**src/rtl/mult_pkg.sv**
```systemverilog
// Shared definitions for the sequential MULT/MULTU unit: FSM states,
// default sizing and the decode funct codes that select it.
package mult_pkg;

  typedef enum logic [1:0] {
    IDLE = 2'b00,
    CALC = 2'b01,
    DONE = 2'b10
  } state_e;

  localparam int DEFAULT_WIDTH = 32;
  localparam int DEFAULT_CNT_W = 6;

  localparam logic [5:0] FUNCT_MULT  = 6'b011000;
  localparam logic [5:0] FUNCT_MULTU = 6'b011001;

endpackage

```
**src/rtl/mult_shift_add_dp.sv**
```systemverilog
// Shift-add datapath: operand magnitudes, the 2*WIDTH accumulator and the
// sign fix-up of the finished product. Sequenced by load/step from the FSM.
module mult_shift_add_dp
  import mult_pkg::*;
#(
  parameter int WIDTH = DEFAULT_WIDTH
) (
  input  logic               clk_i,
  input  logic               rst_i,
  input  logic               load_i,
  input  logic               step_i,
  input  logic               signed_i,
  input  logic [WIDTH-1:0]   src1_i,
  input  logic [WIDTH-1:0]   src2_i,
  output logic [2*WIDTH-1:0] product_o
);

  logic [WIDTH-1:0]   mcand_q, mcand_d;
  logic [2*WIDTH-1:0] acc_q, acc_d;
  logic               neg_q, neg_d;
  logic [WIDTH-1:0]   mag1, mag2;
  logic [WIDTH:0]     sum;

  // Magnitudes are unsigned WIDTH-bit, so the most negative value maps to 2**(WIDTH-1).
  always_comb begin
    mag1 = (signed_i & src1_i[WIDTH-1]) ? -src1_i : src1_i;
    mag2 = (signed_i & src2_i[WIDTH-1]) ? -src2_i : src2_i;
    sum  = {1'b0, acc_q[2*WIDTH-1:WIDTH]} + (acc_q[0] ? {1'b0, mcand_q} : '0);
  end

  // The multiplier sits in the low half and shifts out as the product shifts in.
  always_comb begin
    mcand_d = mcand_q;
    acc_d   = acc_q;
    neg_d   = neg_q;
    if (load_i) begin
      mcand_d = mag1;
      acc_d   = {{WIDTH{1'b0}}, mag2};
      neg_d   = signed_i & (src1_i[WIDTH-1] ^ src2_i[WIDTH-1]);
    end else if (step_i) begin
      acc_d = {sum, acc_q[WIDTH-1:1]};
    end
  end

  always_ff @(posedge clk_i or posedge rst_i) begin
    if (rst_i) begin
      mcand_q <= '0;
      acc_q   <= '0;
      neg_q   <= 1'b0;
    end else begin
      mcand_q <= mcand_d;
      acc_q   <= acc_d;
      neg_q   <= neg_d;
    end
  end

  assign product_o = neg_q ? -acc_q : acc_q;

endmodule

```
**src/rtl/mult_seq_ctrl.sv**
```systemverilog
// Sequencer for multi-cycle MULT/MULTU: FSM, iteration counter, pipeline
// stall and the HI/LO registers written when the product is ready.
module mult_seq_ctrl
  import mult_pkg::*;
#(
  parameter int WIDTH = DEFAULT_WIDTH,
  parameter int CNT_W = DEFAULT_CNT_W
) (
  input  logic             clk_i,
  input  logic             rst_i,
  input  logic             start_i,
  input  logic             signed_i,
  input  logic [WIDTH-1:0] src1_i,
  input  logic [WIDTH-1:0] src2_i,
  input  logic             flush_i,
  output logic [WIDTH-1:0] hi_o,
  output logic [WIDTH-1:0] lo_o,
  output logic             busy_o,
  output logic             done_o,
  output logic             stall_o
);

  state_e             state_q, state_d;
  logic [CNT_W-1:0]   cnt_q, cnt_d;
  logic [WIDTH-1:0]   hi_q, hi_d, lo_q, lo_d;
  logic               accept, lastIter, load, step;
  logic [2*WIDTH-1:0] product;

  assign accept   = start_i & ~flush_i;
  assign lastIter = (cnt_q == CNT_W'(WIDTH-1));

  always_ff @(posedge clk_i or posedge rst_i) begin
    if (rst_i) begin
      state_q <= IDLE;
      cnt_q   <= '0;
      hi_q    <= '0;
      lo_q    <= '0;
    end else begin
      state_q <= state_d;
      cnt_q   <= cnt_d;
      hi_q    <= hi_d;
      lo_q    <= lo_d;
    end
  end

  always_comb begin
    state_d = state_q;
    cnt_d   = '0;
    case (state_q)
      IDLE: if (accept) state_d = CALC;
      CALC: begin
        cnt_d = cnt_q + {{(CNT_W-1){1'b0}}, 1'b1};
        if (flush_i)       state_d = IDLE;
        else if (lastIter) state_d = DONE;
      end
      DONE:    state_d = IDLE;
      default: state_d = IDLE;
    endcase
  end

  // DONE writes regardless of flush: the instruction has already committed.
  always_comb begin
    {hi_d, lo_d} = {hi_q, lo_q};
    if (state_q == DONE) {hi_d, lo_d} = product;
  end

  always_comb begin
    busy_o  = (state_q != IDLE);
    done_o  = (state_q == DONE);
    load    = (state_q == IDLE) & accept;
    step    = (state_q == CALC);
    stall_o = load | step;
  end

  assign hi_o = hi_q;
  assign lo_o = lo_q;

  mult_shift_add_dp #(
    .WIDTH(WIDTH)
  ) u_dp (
    .clk_i    (clk_i),
    .rst_i    (rst_i),
    .load_i   (load),
    .step_i   (step),
    .signed_i (signed_i),
    .src1_i   (src1_i),
    .src2_i   (src2_i),
    .product_o(product)
  );

endmodule
```
**config.mk**
```make
export PLATFORM = sky130hd
export DESIGN_NAME = mult_seq_ctrl
export DESIGN_NICKNAME = d
export VERILOG_FILES = /design/src/rtl/mult_pkg.sv /design/src/rtl/mult_shift_add_dp.sv /design/src/rtl/mult_seq_ctrl.sv
export SDC_FILE = /design/constraint.sdc
export NUM_CORES = 1
export LEC_CHECK = 0
export ABC_AREA = 1
export CAP_MARGIN = 20
export CORE_MARGIN = 1.5
export CORE_UTILIZATION = 45
export CTS_CLUSTER_SIZE = 30
export DETAILED_ROUTE_END_ITERATION = 6
export GPL_ROUTABILITY_DRIVEN = 0
export PLACE_DENSITY = 0.65
export SYNTH_ARGS = -nofsm -noshare
export SYNTH_HDL_FRONTEND = slang
export SYNTH_HIERARCHICAL = 1
export SYNTH_SLANG_ARGS = --single-unit
```
**constraint.sdc**
```tcl
create_clock -name clk_i -period 3.5 [get_ports clk_i]
set_clock_uncertainty 0.15 [all_clocks]
set_input_delay 0.525 -clock clk_i [delete_from_list [all_inputs] [get_ports clk_i]]
set_output_delay 0.525 -clock clk_i [all_outputs]
set_load 0.02 [all_outputs]
```
==> results of run 1 <==
## power breakdown
| group | switching (µW) | total, µW | internal (µW) |
|---|---|---|---|
| combinational | 2780 | 4170 | 1380 |
| sequential | 548 | 2850 | 2300 |
| clock | 903 | 1930 | 1020 |
## flip-flops by register name (all words and copies together) (netlist names)
name          cells
lo_o             32
state_q           2
cnt_q             6
hi_o             32
u_dp/neg_q        1
u_dp/mcand_q     32
u_dp/acc_q       64
## worst max path at each step
| stage | from | to | slack, ns |
|---|---|---|---|
| after CTS | u_dp/acc_q[0] | u_dp/acc_q[47] | 0.87 |
| after global placement | src2_i[31] | u_dp/acc_q[30] | 0.77 |
| after floorplan | rst_i | u_dp/acc_q[0] | 0.29 |
| after detailed placement | signed_i | u_dp/acc_q[22] | 0.78 |
| final | u_dp/acc_q[0] | u_dp/acc_q[47] | 0.88 |
| after global routing | u_dp/acc_q[0] | u_dp/acc_q[47] | 0.62 |
## cells in the final DEF, fill, tap and decap left out, types with 16 or more instances in the layout
master and instances:
a21oi_1 46, clkbuf_16 17, clkdlybuf4s50_1 135, dfrtp_1 168, ha_1 36, inv_1 279
nand2_1 822, nand2_2 57, nand3_1 137, nand4_1 32, nor2_1 193, nor2_2 28
o21ai_0 91, o21ai_1 25, xnor2_1 16, xor2_1 69
## logic make-up after synthesis
logic type	after synthesis	share of synthesized area, %
AND/OR/NAND/NOR	1329	41.8
buffers and inverters	356	11.0
adder cells (fa/ha/maj)	37	3.42
AO/OA/AOI/OAI	192	7.59
XOR/XNOR	85	5.41
flip-flops	169	30.7
## worst max-delay path, cell delays in order (launching register included)
cell,delay [ns]
dfrtp_1,0.38
buf_4,0.29
nand2_1,0.17
fa_1,0.43
inv_1,0.14
nand3_1,0.10
nand3_1,0.19
nand2_1,0.08
nand2_1,0.14
nand2_1,0.07
nand2_1,0.14
a21oi_1,0.08
o21ai_0,0.09
nand2_1,0.06
## layout make-up
class	instances	area, µm²	share of cell area [%]
inverters	297	1120	7.01
multi-input cells	1643	8020	50.2
repair buffers	152	1520	9.49
clock buffers	17	425	2.66
well taps	390	488	3.05
flip-flops and latches	169	4230	26.5
clock inverters	15	184	1.15
## layer usage
metal  global-route usage (%)  vias up  share of wire, %
li1                         -     6944                 -
met1                     37.8     6072                49
met2                     38.4      491                41
met3                     3.56       63               6.7
met4                     9.28        0               3.0
met5                        0        -                 0
## per-stage QoR
step	instance area [µm²]	util [%]	total power [µW]	setup slack [ns]
floorplan	13800	-	5740	0.291
global placement	15400	51.5	6910	0.774
detailed placement	15400	51.5	6950	0.778
CTS	16000	53.5	8900	0.867
global route	16000	53.5	9650	0.622
finish	16000	53.5	8940	0.883
==> reports/metrics.yaml, run 1 <==
ys_seq_elements: 169
ff2ff_path_depth: 13
critPathRequiredTime_ns: 3.68
portBuffers: 135
synth_most_common_cell: "nand2_1"
ir_worst_vdd_v: 0.000423
rr_startpoint: "u_dp/acc_q[0]"
dr.pass1.iters: 6
holdPathStages: 2
synth_area_um2: 13800
synth-edff-count: 0
min_path_type: "reg2reg"
core_um2: 29900
grt_overflow: 0
max_cap_viol_count: 0
setup-tns-final_ns: 0
synth_commonest_cells: "nand2_1, inv_1, nor2_1"
htreeDepth: 4
cts_buffers: 17
grt_pass1_wl_um: 64000
die_w_um: 178
cts_resized: 0
hold_violations: 0
fmax_mhz: 382
syn_to_final_growth_pct: 16.2
ant_nets: 0
wirelength_um: 39700
yosysSeqAreaShare_pct: 30.7
end_kind: "register"
dr_total_vias: 13600
grt_max_degree: 65
cts.sinks: 169
fp.dieH_um: 178
syn_nets: 2274
routed_via_density: 5.06
start_util_pct: 46.1
synthCells: 2168
cp_max_fo: 31
min_to: "hi_o[18]"
reg2reg_slack_ns: 0.88
fillers: 3023
reg2reg_to: "u_dp/acc_q[47]"
n_antenna_cell: 0
drtIter0Drc: 965
drv_slew: 0
cts_hold_buf: 0
finalCritPeriodShare_pct: 74.8
synth_ff_type: "dfrtp_1"
rows: 63
rsz0062_at_grt: "false"
cts_buffer_depth: 2
startpoint_type: "register"
insertion_delay_ns: 0.45
final_cells: 2683
timing.hold.ws_ns: 0.328
min_period_ns: 2.62
fp.dieArea_um2: 31600
grt_pass1_vias: 12600
synthTopCellsByArea: "dfrtp_1, nand2_1, inv_1, nor2_1, nand3_1"
crit_arrival_ns: 2.80
min-delay-start: "hi_o[18]"
dp.cells: 2651
nets: 2386
grtUsageTotal_pct: 25.8
worstSetupPathType: "reg2reg"
synth_cell_types: 52
syn_avg_cell_area_um2: 6.35
drive_above_1_share_pct: 8.20
relSlewSlack_pct: 39.9
post-cts-setup-buffer-count: 0
wire_per_inst_um: 14.8
async_flop_share_pct: 100
setup_violations: 0
status: "finished clean"
synth_top_cell_area_share_pct: 30.7
clk_pin_slew_worst_paths_ns: 0.08
dpl.hpwl_um: 32000
grt_antenna_before_repair: 0
synth_top_cell_by_area: "dfrtp_1"
yosys_warnings: 6
io_pins: 136
cts_root_buf: "clkbuf_16"
cts_tree: "done"
tightest_slew_ns: 0.902
power_density_nw_per_um2: 559
drc: 0
p_leak_uw: 0.00844
No activity file was read; power rests on OpenSTA's default activity.
==> run 2, diff against run 1 <==
==> constraint.sdc (replaced) <==
create_clock -name clk_i -period 2.5 [get_ports clk_i]
set_clock_uncertainty 0.15 [all_clocks]
set_input_delay 0.375 -clock clk_i [delete_from_list [all_inputs] [get_ports clk_i]]
set_output_delay 0.375 -clock clk_i [all_outputs]
set_load 0.02 [all_outputs]
==> run 2 against run 1 <==
Against the previous run:
- the flow now finishes with violations (DRC)
- register-to-register slack got worse by 0.78 ns
- final cell count increased by 0.75%
- sequential power is 40% higher
- worst hold slack got worse by 0.030 ns
- highest routed layer unchanged
==> reports/metrics.yaml, run 2 (synthesis results as in run 1) <==
setup_violations: 0  # unchanged
cts_buffer_depth: 2  # unchanged
power.total_uw: 12900  # was 8940 µW
io_pins: 136  # unchanged
rows: 63  # unchanged
grt_pass1_wl_um: 65800  # was 64000 µm
n_antenna_cell: 0  # unchanged
dpl.hpwl_um: 32600  # was 32000 µm
cts_buffers: 17  # unchanged
reg2reg_to: "u_dp/acc_q[43]"  # was u_dp/acc_q[47]
portBuffers: 135  # unchanged
post-cts-setup-buffer-count: 0  # unchanged
finalCritPeriodShare_pct: 95.7  # was 74.8%
dp.cells: 2671  # was 2651
switching_share_pct: 47.3  # was 47.4%
start_util_pct: 46.1  # unchanged
cts.sinks: 169  # unchanged
grt_max_degree: 98  # was 65
crit_end: "u_dp/acc_q[43]"  # was u_dp/acc_q[47]
critPathRequiredTime_ns: 2.66  # was 3.68 ns
reg2reg_slack_ns: 0.11  # was 0.88 ns
syn_to_final_growth_pct: 18.0  # was 16.2%
htreeDepth: 4  # unchanged
max_cap_viol_count: 0  # unchanged
largest_reg_flops: 64  # unchanged
dr.pass1.iters: 7  # was 6
status: "finished, violations left"  # was finished clean
layout_common_cells: "nand2_1, inv_1, nor2_1"  # unchanged
fmax_mhz: 418  # was 382 MHz
use_met1_pct: 39.3  # was 37.8%
startpoint: "u_dp/acc_q[0]"  # unchanged
ff2ff_path_depth: 10  # was 13
drive_above_1_share_pct: 10.6  # was 8.20%
rr_startpoint: "u_dp/acc_q[0]"  # unchanged
place_area_um2: 15500  # was 15400 µm²
drc: 3  # was 0
top_register: "u_dp/acc_q"  # unchanged
final_common_cell: "nand2_1"  # unchanged
cts_root_buf: "clkbuf_16"  # unchanged
final_cells: 2703  # was 2683
dr_total_vias: 13800  # was 13600
wire_per_inst_um: 15.1  # was 14.8 µm
startpoint_type: "register"  # unchanged
worstSetupPathType: "reg2reg"  # unchanged
use_met2_pct: 38.9  # was 38.4%
p_int_uw: 6770  # was 4710 µW
power_density_nw_per_um2: 791  # was 559 nW/µm²
cp_max_fo: 30  # was 31
grtUsageMet3_pct: 3.47  # was 3.56%
crit_arrival_ns: 2.55  # was 2.80 ns
violations: "DRC"
wirelength_um: 40800  # was 39700 µm
final_util_pct: 54.4  # was 53.5%
power_frac_clock_pct: 20.8  # was 21.5%
cts_tree: "done"  # unchanged
relSlewSlack_pct: 38.0  # was 39.9%
core_um2: 29900  # unchanged
p_comb_share_pct: 48.1  # was 46.6%
grt_overflow: 0  # unchanged
fin_area_um2: 16200  # was 16000 µm²
drtIter0Drc: 1169  # was 965
ir_worst_vdd_v: 0.000564  # was 0.000423 V
nets: 2406  # was 2386
switchingPower_uw: 6090  # was 4240 µW
fp.dieH_um: 178  # unchanged
min_period_ns: 2.39  # was 2.62 ns
clk_pin_slew_worst_paths_ns: 0.08  # about the same
min_path_type: "in2async"  # was reg2reg
sequentialPowerShare_pct: 31.1  # was 31.9%
drv_slew: 0  # unchanged
ant_nets: 0  # unchanged
grt_pass1_vias: 12700  # was 12600
grtUsageTotal_pct: 26.5  # was 25.8%
fp.dieArea_um2: 31600  # unchanged
rsz0062_at_grt: "true"  # was false
grt_antenna_before_repair: 0  # unchanged
p_leak_uw: 0.00854  # was 0.00844 µW
hold_violations: 0  # unchanged
insertion_delay_ns: 0.44  # was 0.45 ns
tightest_slew_ns: 0.930  # was 0.902 ns
gr-max-usage-layer: "met1"  # was met2
die_w_um: 178  # unchanged
end_kind: "register"  # unchanged
routed_via_density: 5.11  # was 5.06
[run 2: how the worst min path moves through the flow]
stage / endpoint / slack (ns) / cells past startpoint
finish: lo_o[30] / 0.30 / 3
global route: lo_o[30] / 0.35 / 3
CTS: lo_o[30] / 0.30 / 3
detailed placement: hi_o[18] / 0.32 / 2
global placement: lo_o[0] / 0.31 / 2
floorplan: u_dp/mcand_q[26] / 0.30 / 2
[run 2: cell type report]
type	count	area (µm²)
Multi-Input combinational cell	1643	8140
Inverter	297	1120
Clock buffer	18	439
Sequential cell	169	4230
Tap cell	390	488
Clock inverter	14	159
Fill cell	3025	13600
Timing Repair Buffer	172	1670
[run 2: power groups by stage]
stage	clock, µW	combinational [µW]	sequential, µW
floorplan	0	4350	3680
global placement	0	5880	3990
detailed placement	0	5930	4010
CTS	2730	5960	3950
global route	2860	6940	4040
finish	2670	6190	3990
[run 2: critical path, cell delays in order (launching register included)]
cell     delay, ns
dfrtp_2       0.44
buf_12        0.17
nand2_1       0.07
inv_1         0.05
ha_1          0.33
nand2_1       0.12
inv_1         0.06
a21oi_1       0.29
nand3_1       0.19
o21ai_0       0.26
o21ai_0       0.12
[run 2: metrics by stage]
stage	setup WS (ns)	hold WS, ns	setup TNS [ns]
final	0.107	0.298	0
after global placement	0.0485	0.312	0
after floorplan	0.0224	0.299	0
after detailed placement	0.0425	0.317	0
after CTS	0.0428	0.296	0
after global routing	-0.0402	0.346	-0.144
[run 2: metal layers]
layer / part of all wire [%] / vias to the layer above
met3: 8.1 / 70
met2: 41 / 544
met5: 0 / -
met4: 3.1 / 0
met1: 48 / 6222
li1: - / 6988
[run 2: what timing repair did]
| item | in CTS | in global routing |
|---|---|---|
| endpoints found under the setup margin | 0 | 25 |
| gates resized for setup | 0 | 37 |
| hold endpoints to repair | 0 | 0 |
| hold buffers | 0 | 0 |
==> run 3, diff against run 2 <==
--- a/config.mk
+++ b/config.mk
@@ -8,11 +8,12 @@
 export ABC_AREA = 1
 export CAP_MARGIN = 20
 export CORE_MARGIN = 1.5
-export CORE_UTILIZATION = 45
+export CORE_UTILIZATION = 50
 export CTS_CLUSTER_SIZE = 30
 export DETAILED_ROUTE_END_ITERATION = 6
 export GPL_ROUTABILITY_DRIVEN = 0
-export PLACE_DENSITY = 0.65
+export GPL_TIMING_DRIVEN = 0
+export PLACE_DENSITY = 0.71
 export SYNTH_ARGS = -nofsm -noshare
 export SYNTH_HDL_FRONTEND = slang
 export SYNTH_HIERARCHICAL = 1
==> run 3 against run 2 <==
Against the previous run:
- maximum frequency fell by 1.3%
- routed wire length increased by 6.9%
- the run now ends clean
- core utilization grew 8.3 points
- highest routed layer unchanged
- worst hold slack better by 0.036 ns
==> reports/metrics.yaml, run 3 (synthesis results as in run 1) <==
cts_buffer_depth: 2  # unchanged
routed_via_density: 5.40  # was 5.11
setup_violations: 0  # unchanged
rows: 60  # was 63
p_int_uw: 7010  # was 6770 µW
startpoint_type: "register"  # unchanged
final_cells: 2696  # was 2703
top_register: "u_dp/acc_q"  # unchanged
grt_max_degree: 73  # was 98
drtIter0Drc: 1205  # was 1169
largest_reg_flops: 64  # unchanged
ff2ff_path_depth: 16  # was 10
ant_nets: 0  # unchanged
insertion_delay_ns: 0.45  # was 0.44 ns
startpoint: "u_dp/acc_q[0]"  # unchanged
cts_tree: "done"  # unchanged
tightest_slew_ns: 0.848  # was 0.930 ns
grtUsageTotal_pct: 30.6  # was 26.5%
min_period_ns: 2.42  # was 2.39 ns
cts_root_buf: "clkbuf_16"  # unchanged
crit_end: "u_dp/acc_q[51]"  # was u_dp/acc_q[43]
reg2reg_to: "u_dp/acc_q[51]"  # was u_dp/acc_q[43]
dr.pass1.iters: 6  # was 7
cts.sinks: 169  # unchanged
nets: 2448  # was 2406
crit_arrival_ns: 2.59  # was 2.55 ns
fillers: 2484  # was 3025
drive_above_1_share_pct: 13.1  # was 10.6%
max_cap_viol_count: 0  # unchanged
htreeDepth: 4  # unchanged
die_w_um: 169  # was 178 µm
hold_violations: 0  # unchanged
drv_slew: 0  # unchanged
switchingPower_uw: 6420  # was 6090 µW
power_frac_clock_pct: 19.4  # was 20.8%
place_area_um2: 15600  # was 15500 µm²
dp.cells: 2646  # was 2671
status: "finished clean"  # was finished, violations left
finalCritPeriodShare_pct: 97.0  # was 95.7%
critPathRequiredTime_ns: 2.66  # about the same
wirelength_um: 43600  # was 40800 µm
clk_pin_slew_worst_paths_ns: 0.08  # about the same
grt_pass1_vias: 13500  # was 12700
n_antenna_cell: 0  # unchanged
portBuffers: 135  # unchanged
dr_total_vias: 14600  # was 13800
switching_share_pct: 47.8  # was 47.3%
ir_worst_vdd_v: 0.000611  # was 0.000564 V
rsz0062_at_grt: "true"  # unchanged
p_comb_share_pct: 50.5  # was 48.1%
fin_area_um2: 16900  # was 16200 µm²
drc: 0  # was 3
grt_pass1_wl_um: 68500  # was 65800 µm
fp.dieH_um: 169  # was 178 µm
layout_common_cells: "nand2_1, inv_1, nor2_1"  # unchanged
fp.dieArea_um2: 28500  # was 31600 µm²
end_kind: "register"  # unchanged
p_leak_uw: 0.00868  # was 0.00854 µW
cp_max_fo: 9  # was 30
final_common_cell: "nand2_1"  # unchanged
rr_startpoint: "u_dp/acc_q[0]"  # unchanged
io_pins: 136  # unchanged
power_density_nw_per_um2: 796  # was 791 nW/µm²
cts_buffers: 17  # unchanged
grt_antenna_before_repair: 0  # unchanged
min_path_type: "reg2reg"  # was in2async
relSlewSlack_pct: 43.4  # was 38.0%
wire_per_inst_um: 16.2  # was 15.1 µm
grt_overflow: 0  # unchanged
syn_to_final_growth_pct: 22.7  # was 18.0%
dpl.hpwl_um: 34100  # was 32600 µm
worstSetupPathType: "reg2reg"  # unchanged
core_um2: 27000  # was 29900 µm²
sequentialPowerShare_pct: 30.0  # was 31.1%
fmax_mhz: 412  # was 418 MHz
start_util_pct: 51.1  # was 46.1%
reg2reg_slack_ns: 0.08  # was 0.11 ns
run 3: cell types whose count changed in the layout (fill, tap and decap cells not counted), sizes merged:
cell and change:
buf +12, clkinv -3, dlygate4sd2 +1, bufinv -1, clkinvlp +1, clkdlybuf4s50 -1, inv +3, clkbuf +30
run 3: power groups by stage:
stage | combinational (µW) | clock, µW | sequential (µW)
floorplan | 4350 | 0 | 3680
global placement | 5700 | 0 | 3960
detailed placement | 5810 | 0 | 3970
CTS | 5960 | 2630 | 3920
global route | 7490 | 2760 | 4100
finish | 6790 | 2610 | 4030
run 3: final cells by class:
| type | count | area [µm²] | area share (%) |
|---|---|---|---|
| plain buffers | 59 | 434 | 2.57 |
| clock buffers | 18 | 439 | 2.60 |
| clock inverters | 14 | 129 | 0.763 |
| inverters | 297 | 1130 | 6.68 |
| multi-input cells | 1643 | 8560 | 50.7 |
| flip-flops and latches | 169 | 4230 | 25.0 |
| well taps | 341 | 427 | 2.53 |
| repair buffers | 155 | 1540 | 9.13 |
run 3: repair_timing:
action | CTS | global route
gates resized for setup | 24 | 109
hold buffers | 0 | 0
pin swaps | 3 | 9
buffers inserted | 7 | 11
endpoints found under the setup margin | 34 | 52
run 3: worst max-delay path, stage by stage, from the launching register on:
cell       delay [ns]
dfrtp_1          0.37
buf_6            0.14
clkbuf_16        0.15
nand2_1          0.07
inv_2            0.07
ha_4             0.14
inv_1            0.06
fa_2             0.35
inv_2            0.10
nand3_2          0.09
nand3_4          0.10
buf_4            0.12
nand3_1          0.09
nand3_1          0.10
nand2_1          0.06
nand3_2          0.08
o21ai_1          0.07
run 3: worst min path at each step:
| stage | startpoint | end | slack (ns) | depth (start not counted) |
|---|---|---|---|---|
| floorplan | u_dp/mcand_q[26] | u_dp/mcand_q[26] | 0.30 | 2 |
| global placement | u_dp/mcand_q[18] | u_dp/mcand_q[18] | 0.31 | 2 |
| detailed placement | hi_o[20] | hi_o[20] | 0.32 | 2 |
| CTS | hi_o[20] | hi_o[20] | 0.34 | 2 |
| global route | hi_o[14] | hi_o[14] | 0.35 | 2 |
| finish | lo_o[14] | lo_o[14] | 0.33 | 2 |
run 3: metrics by stage:
stage | setup WS (ns) | hold WS (ns) | TNS (ns) | power, µW | util [%]
after floorplan | 0.0224 | 0.299 | 0 | 8030 | -
after global placement | -1.11 | 0.313 | -116.10 | 9660 | 57.7
after detailed placement | -0.686 | 0.317 | -13.49 | 9780 | 57.8
after CTS | 0.00341 | 0.335 | 0 | 12500 | 60.5
after global routing | -0.104 | 0.350 | -0.560 | 14300 | 62.7
final | 0.0754 | 0.334 | 0 | 13400 | 62.7
run 3: per-layer routing:
metal | vias up | track usage [%] | part of all wire, %
met5 | - | 0 | 0
met4 | 0 | 10.5 | 3.2
met3 | 116 | 4.65 | 8.7
met2 | 717 | 48.5 | 44
met1 | 6652 | 42.5 | 44
li1 | 7080 | - | -
